## src/rtl/uart_tx_arbiter_if.sv

```systemverilog
// rtl/uart_tx_arbiter_if.sv - requester/UART-core bundle for the shared transmitter arbiter
interface uart_tx_arbiter_if #(
  parameter int NUM_REQ = 2
);
  logic [NUM_REQ-1:0]   req;
  logic [8*NUM_REQ-1:0] req_byte;
  logic [NUM_REQ-1:0]   ack;
  logic                 busy;
  logic                 tx_error;
  logic                 transmit;
  logic [7:0]           tx_byte;
  logic                 is_transmitting;

  modport master (
    output req, req_byte, is_transmitting,
    input  ack, busy, tx_error, transmit, tx_byte
  );

  modport slave (
    input  req, req_byte, is_transmitting,
    output ack, busy, tx_error, transmit, tx_byte
  );
endinterface

```

## src/rtl/uart_tx_arbiter.sv

```systemverilog
// rtl/uart_tx_arbiter.sv - round-robin arbiter sharing one UART transmitter
module uart_tx_arbiter #(
  parameter int NUM_REQ       = 2,
  parameter int START_TIMEOUT = 1000
) (
  input  logic               clk,
  input  logic               rst,
  uart_tx_arbiter_if.slave   bus
);
  localparam int PW = (NUM_REQ > 1) ? $clog2(NUM_REQ) : 1;
  localparam int TW = $clog2(START_TIMEOUT) + 1;

  typedef enum logic [2:0] {IDLE, START, WAIT, SEND, DONE} state_e;

  state_e        state_q, state_d;
  logic [PW-1:0] ptr_q, ptr_d;
  logic [PW-1:0] sel_q, sel_d;
  logic [7:0]    byte_q, byte_d;
  logic [TW-1:0] timer_q, timer_d;
  logic          tx_error_q, tx_error_d;

  logic          grant_found;
  logic [PW-1:0] grant_idx;
  logic [PW:0]   rr_sum;
  logic [PW-1:0] rr_idx;

  always_ff @(posedge clk) begin
    if (rst) begin
      state_q    <= IDLE;
      ptr_q      <= PW'(NUM_REQ - 1);
      sel_q      <= '0;
      byte_q     <= '0;
      timer_q    <= '0;
      tx_error_q <= 1'b0;
    end else begin
      state_q    <= state_d;
      ptr_q      <= ptr_d;
      sel_q      <= sel_d;
      byte_q     <= byte_d;
      timer_q    <= timer_d;
      tx_error_q <= tx_error_d;
    end
  end

  // First requester after the last one served, wrapping modulo NUM_REQ.
  always_comb begin
    grant_found = 1'b0;
    grant_idx   = ptr_q;
    rr_sum      = '0;
    rr_idx      = '0;
    for (int k = 1; k <= NUM_REQ; k++) begin
      rr_sum = {1'b0, ptr_q} + (PW+1)'(k);
      if (rr_sum >= (PW+1)'(NUM_REQ)) rr_sum = rr_sum - (PW+1)'(NUM_REQ);
      rr_idx = rr_sum[PW-1:0];
      if (!grant_found && bus.req[rr_idx]) begin
        grant_found = 1'b1;
        grant_idx   = rr_idx;
      end
    end
  end

  always_comb begin
    state_d    = state_q;
    ptr_d      = ptr_q;
    sel_d      = sel_q;
    byte_d     = byte_q;
    timer_d    = timer_q;
    tx_error_d = 1'b0;
    unique case (state_q)
      IDLE: begin
        if (grant_found && !bus.is_transmitting) begin
          sel_d   = grant_idx;
          byte_d  = bus.req_byte[8*grant_idx +: 8];
          timer_d = '0;
          state_d = START;
        end
      end
      START: state_d = WAIT;
      WAIT: begin
        if (bus.is_transmitting) begin
          state_d = SEND;
        end else if (timer_q == TW'(START_TIMEOUT - 1)) begin
          // ptr is left alone so the same requester wins the retry.
          tx_error_d = 1'b1;
          state_d    = IDLE;
        end else begin
          timer_d = timer_q + TW'(1);
        end
      end
      SEND: begin
        if (!bus.is_transmitting) state_d = DONE;
      end
      DONE: begin
        ptr_d   = sel_q;
        state_d = IDLE;
      end
      default: state_d = IDLE;
    endcase
  end

  always_comb begin
    bus.ack = '0;
    if (state_q == DONE) bus.ack[sel_q] = 1'b1;
    bus.busy     = (state_q != IDLE);
    bus.transmit = (state_q == START);
    bus.tx_byte  = byte_q;
    bus.tx_error = tx_error_q;
  end
endmodule

```

## src/flat_wrapper.sv

```systemverilog
// flat-port wrapper written by rule: the top's interface ports become plain ports
module uart_tx_arbiter_flat 
#(
  parameter int NUM_REQ       = 2,
  parameter int START_TIMEOUT = 1000
)
  (clk, rst, bus_req, bus_req_byte, bus_is_transmitting, bus_ack, bus_busy, bus_tx_error, bus_transmit, bus_tx_byte);
  uart_tx_arbiter_if #(.NUM_REQ(NUM_REQ)) bus_i ();
  input  logic clk;
  input  logic rst;
  input wire logic [$bits(bus_i.req)-1:0] bus_req;
  input wire logic [$bits(bus_i.req_byte)-1:0] bus_req_byte;
  input wire logic [$bits(bus_i.is_transmitting)-1:0] bus_is_transmitting;
  output wire logic [$bits(bus_i.ack)-1:0] bus_ack;
  output wire logic [$bits(bus_i.busy)-1:0] bus_busy;
  output wire logic [$bits(bus_i.tx_error)-1:0] bus_tx_error;
  output wire logic [$bits(bus_i.transmit)-1:0] bus_transmit;
  output wire logic [$bits(bus_i.tx_byte)-1:0] bus_tx_byte;
  assign bus_i.req = bus_req;
  assign bus_i.req_byte = bus_req_byte;
  assign bus_i.is_transmitting = bus_is_transmitting;
  assign bus_ack = bus_i.ack;
  assign bus_busy = bus_i.busy;
  assign bus_tx_error = bus_i.tx_error;
  assign bus_transmit = bus_i.transmit;
  assign bus_tx_byte = bus_i.tx_byte;
  uart_tx_arbiter #(.NUM_REQ(NUM_REQ), .START_TIMEOUT(START_TIMEOUT)) u_core (.clk(clk), .rst(rst), .bus(bus_i));
endmodule
```

## config.mk

```make
export PLATFORM = sky130hd
export DESIGN_NAME = uart_tx_arbiter_flat
export DESIGN_NICKNAME = d
export VERILOG_FILES = /design/src/rtl/uart_tx_arbiter_if.sv /design/src/rtl/uart_tx_arbiter.sv /design/src/flat_wrapper.sv
export SDC_FILE = /design/constraint.sdc
export NUM_CORES = 1
export LEC_CHECK = 0
export ABC_AREA = 1
export BUFFER_PORTS_ARGS = -buffer_cell sky130_fd_sc_hd__clkbuf_2
export CORE_MARGIN = 1
export CORE_UTILIZATION = 47
export DETAILED_ROUTE_END_ITERATION = 8
export PLACE_DENSITY = 0.81
export SYNTH_ARGS = -nofsm -noshare
export SYNTH_HDL_FRONTEND = slang
export SYNTH_SLANG_ARGS = --single-unit
```

## constraint.sdc

```tcl
create_clock -name clk -period 1.3 [get_ports clk]
set_clock_uncertainty 0.05 [all_clocks]
set_input_delay 0.26 -clock clk [delete_from_list [all_inputs] [get_ports clk]]
set_output_delay 0.26 -clock clk [all_outputs]
set_load 0.02 [all_outputs]
```

==> impl_results.md <==
- Tot GR Track Use: 30.67%
- Sequential share of power: 26.4%
- First-pass GRT wire length: 7541 um
- Root Buffer: clkbuf_4
- HPWL after DPL: 2767 um
- PortBufs: 33
- Syn Nets: 241
- Pin count of the biggest net entering global routing: 19
- Ys async rst share: 0%
- Post-synthesis sequential area ratio: 35.75%
- Max Slew Vio Count: 0
- Hold Path Class: input pin to register
- Run status: finished with violations
- Vias in the first global route: 1659
- Critical-path maximum fanout: 5
- Hold slack final: 89.23 ps
- Max Cap Viol: 0
- Hold endpoint: u_core.bus.tx_byte[2]
- DR WL/cell: 16.03 um
- Crit. End Element: primary output
- Clk Latency, worst-skew pair: 340 ps
- DRT iter0 DRCs: 153
- Clock sinks: 25
- Setup-failing EPs final: 27
- Largest cells by area after synthesis: dfxtp_1, nand2_1, nor2_1, nand3_1, inv_1
- Worst-path clk slew: 140 ps
- Post-route minimum period: 1566 ps
- Cell accounting for the most synthesized area: dfxtp_1
- Comb power frac: 64.7%
- Final Non-Filler Cells: 324
- Critical Path RT: 990 ps
- Die height: 56.58 um
- Worst path arrival time: 1260 ps
- Max Root-Sink Buffers: 2
- Top post-synthesis cells by count: nand2_1, nor2_1, dfxtp_1
- Worst-margin pin slew: 271.7 ps
- Pleak: 1.030 nW
- DR vias: 1850
- Detailed Route WL: 5193 um
- Post-synth EDFFs: 0
- Area Overhead vs Synth: 64.07%
- P_int: 2.254 mW
- Hold Buf Count CTS: 0
- Dpl ws: -130.3 ps
- Top-count cell post-synth: nand2_1
- Grt ovf: 0
- Sw Ratio: 46.22%
- Initial antenna violation count: 0
- Yosys warning total: 0
- HP Start: bus_req_byte[10]
- Origin of the critical flop-to-flop path: u_core.timer_q[1]
- Total Die Area: 3201 sq um
- Clock Power Share: 8.9%
- Die width: 56.58 um
- Reg-to-reg slack, setup: -210 ps
- Num CTS Buffers: 3
- # IOs: 34
- Max Freq: 0.6388 GHz
- Number of antenna diodes: 0
- Max-slew headroom: 81.73%
- Finished Cell Area: 2297 sq um
- Worst VDD drop: 1.576 mV
- Worst hold stages: 3
- DRT antenna net count: 0
- Tot Pwr: 4.191 mW
- H-Tree Depth: 1
- Placed cell areas: 1874 sq um
- Syn Inst Count: 219
- Final WS setup: -265.5 ps
- Sw Pwr: 1.937 mW
- Dominant synthesized flop cell: dfxtp_1
- CTS tree: done
- Pwr Density: 1824 nW/um^2
- RSZ-0062 raised after global routing: true
- Syn_area_per_cell: 6.393 sq um
- Placed cells: 311
- Critical path launch point type: register
- Crit share post-route: 120.4%
- Layout cells sized above 1: 50.17%
- Core ar.: 2781 sq um
- Nets: 316
- RePlAce Congestion: 0.9169
- Post-route DRC: 0
- Rows: 19
- Area fraction of the dominant cell type after synthesis: 35.75%
- Violated checks: negative setup slack
- Cell Area, Synth: 1400 sq um
- Final Hold Fails: 0
- Starting Density: 50.34%
- Worst r2r path cells: 7
- Distinct cells, synth: 25
- Crit Path Category: register to primary output
- Vias per inst: 5.710
- Drt first pass iters: 6
- Capture point of the worst reg-to-reg path: u_core.timer_q[3]
- Synthesized flop and latch total: 25
[cells in the final DEF (no fill, tap or decap), types with 5 or more instances in the layout]
cell type,n
nand3_2,10
dfxtp_2,6
dfxtp_1,17
nor2_2,5
buf_4,33
nand2_1,55
inv_1,18
nor2_4,8
buf_6,9
nand3_1,8
a21oi_2,5
o21ai_0,11
nand2_4,7
nand2_2,5
nor2_1,19
clkbuf_2,29
a31oi_1,9
[metal layers]
metal  track usage (%)  up-vias  wire length [um]
met2             50.76      149              2455
met4             16.38        0               302
met1             37.99      811              1918
li1                  -      857                 -
met5                 0        -                 0
met3             4.839       33               517
[timing repair]
action	CTS	global route
gates resized for setup	46	47
endpoints found under the setup margin	17	28
setup buffers	5	3
gates cloned	1	0
pin swaps	14	27
[worst max-delay path: stages, from the launching register on]
cell and delay (ps):
dfxtp_2 360, inv_4 60, nor3_4 200, inv_2 60, nor2_2 100, buf_6 130
[logic make-up (layout without fill, tap and decap cells)]
| family | count (synthesis) | count (layout) | share of synthesized area, % |
|---|---|---|---|
| fa+ha+maj | 1 | 1 | 0.8935 |
| flops | 25 | 25 | 35.75 |
| compound gates | 34 | 34 | 13.58 |
| buf+inv | 32 | 105 | 9.919 |
| simple gates | 127 | 128 | 39.86 |
[state kept, by name (all words and copies together), names as in the netlist]
register	count
u_core.ptr_q	1
u_core.bus.tx_byte	8
u_core.state_q	3
u_core.sel_q	1
u_core.bus.tx_error	1
u_core.timer_q	11
[through the flow]
step	setup TNS, ps	utilization, %
floorplan	0	-
global placement	-307.6	67.39
detailed placement	-1031	67.39
finish	-3017	82.59
CTS	-1840	76.16
global route	-4565	82.59
[how the worst max path moves through the flow]
| stage | startpoint | slack (ps) | cells after the start | to |
|---|---|---|---|---|
| 2_1_floorplan | u_core.timer_q[0] | 20 | 11 | u_core.timer_q[6] |
| 3_3_place_gp | u_core.timer_q[4] | -50 | 10 | u_core.timer_q[0] |
| 5_1_grt | u_core.state_q[2] | -320 | 5 | bus_ack[0] |
| 6_report | u_core.state_q[2] | -270 | 5 | bus_ack[0] |
| 4_1_cts | u_core.state_q[0] | -260 | 4 | bus_ack[0] |
| 3_5_place_dp | bus_req[0] | -130 | 10 | u_core.timer_q[6] |
[cell type report]
| cell class | count | area (sq um) |
|---|---|---|
| flip-flops and latches | 25 | 515.5 |
| clock buffers | 4 | 26.28 |
| fillers | 160 | 484.2 |
| repair buffers | 74 | 548.0 |
| multi-input cells | 163 | 1057 |
| well taps | 31 | 38.79 |
| inverters | 27 | 111.4 |
[power by group through the flow]
stage | Combinational, mW | Clock, mW | Sequential [mW]
after floorplan | 1.03 | 0 | 1.18
after global placement | 1.72 | 0 | 1.10
after detailed placement | 1.76 | 0 | 1.10
after CTS | 2.24 | 0.372 | 1.09
after global routing | 2.86 | 0.405 | 1.13
final | 2.71 | 0.374 | 1.11
Power figures use the tool's default switching activity.
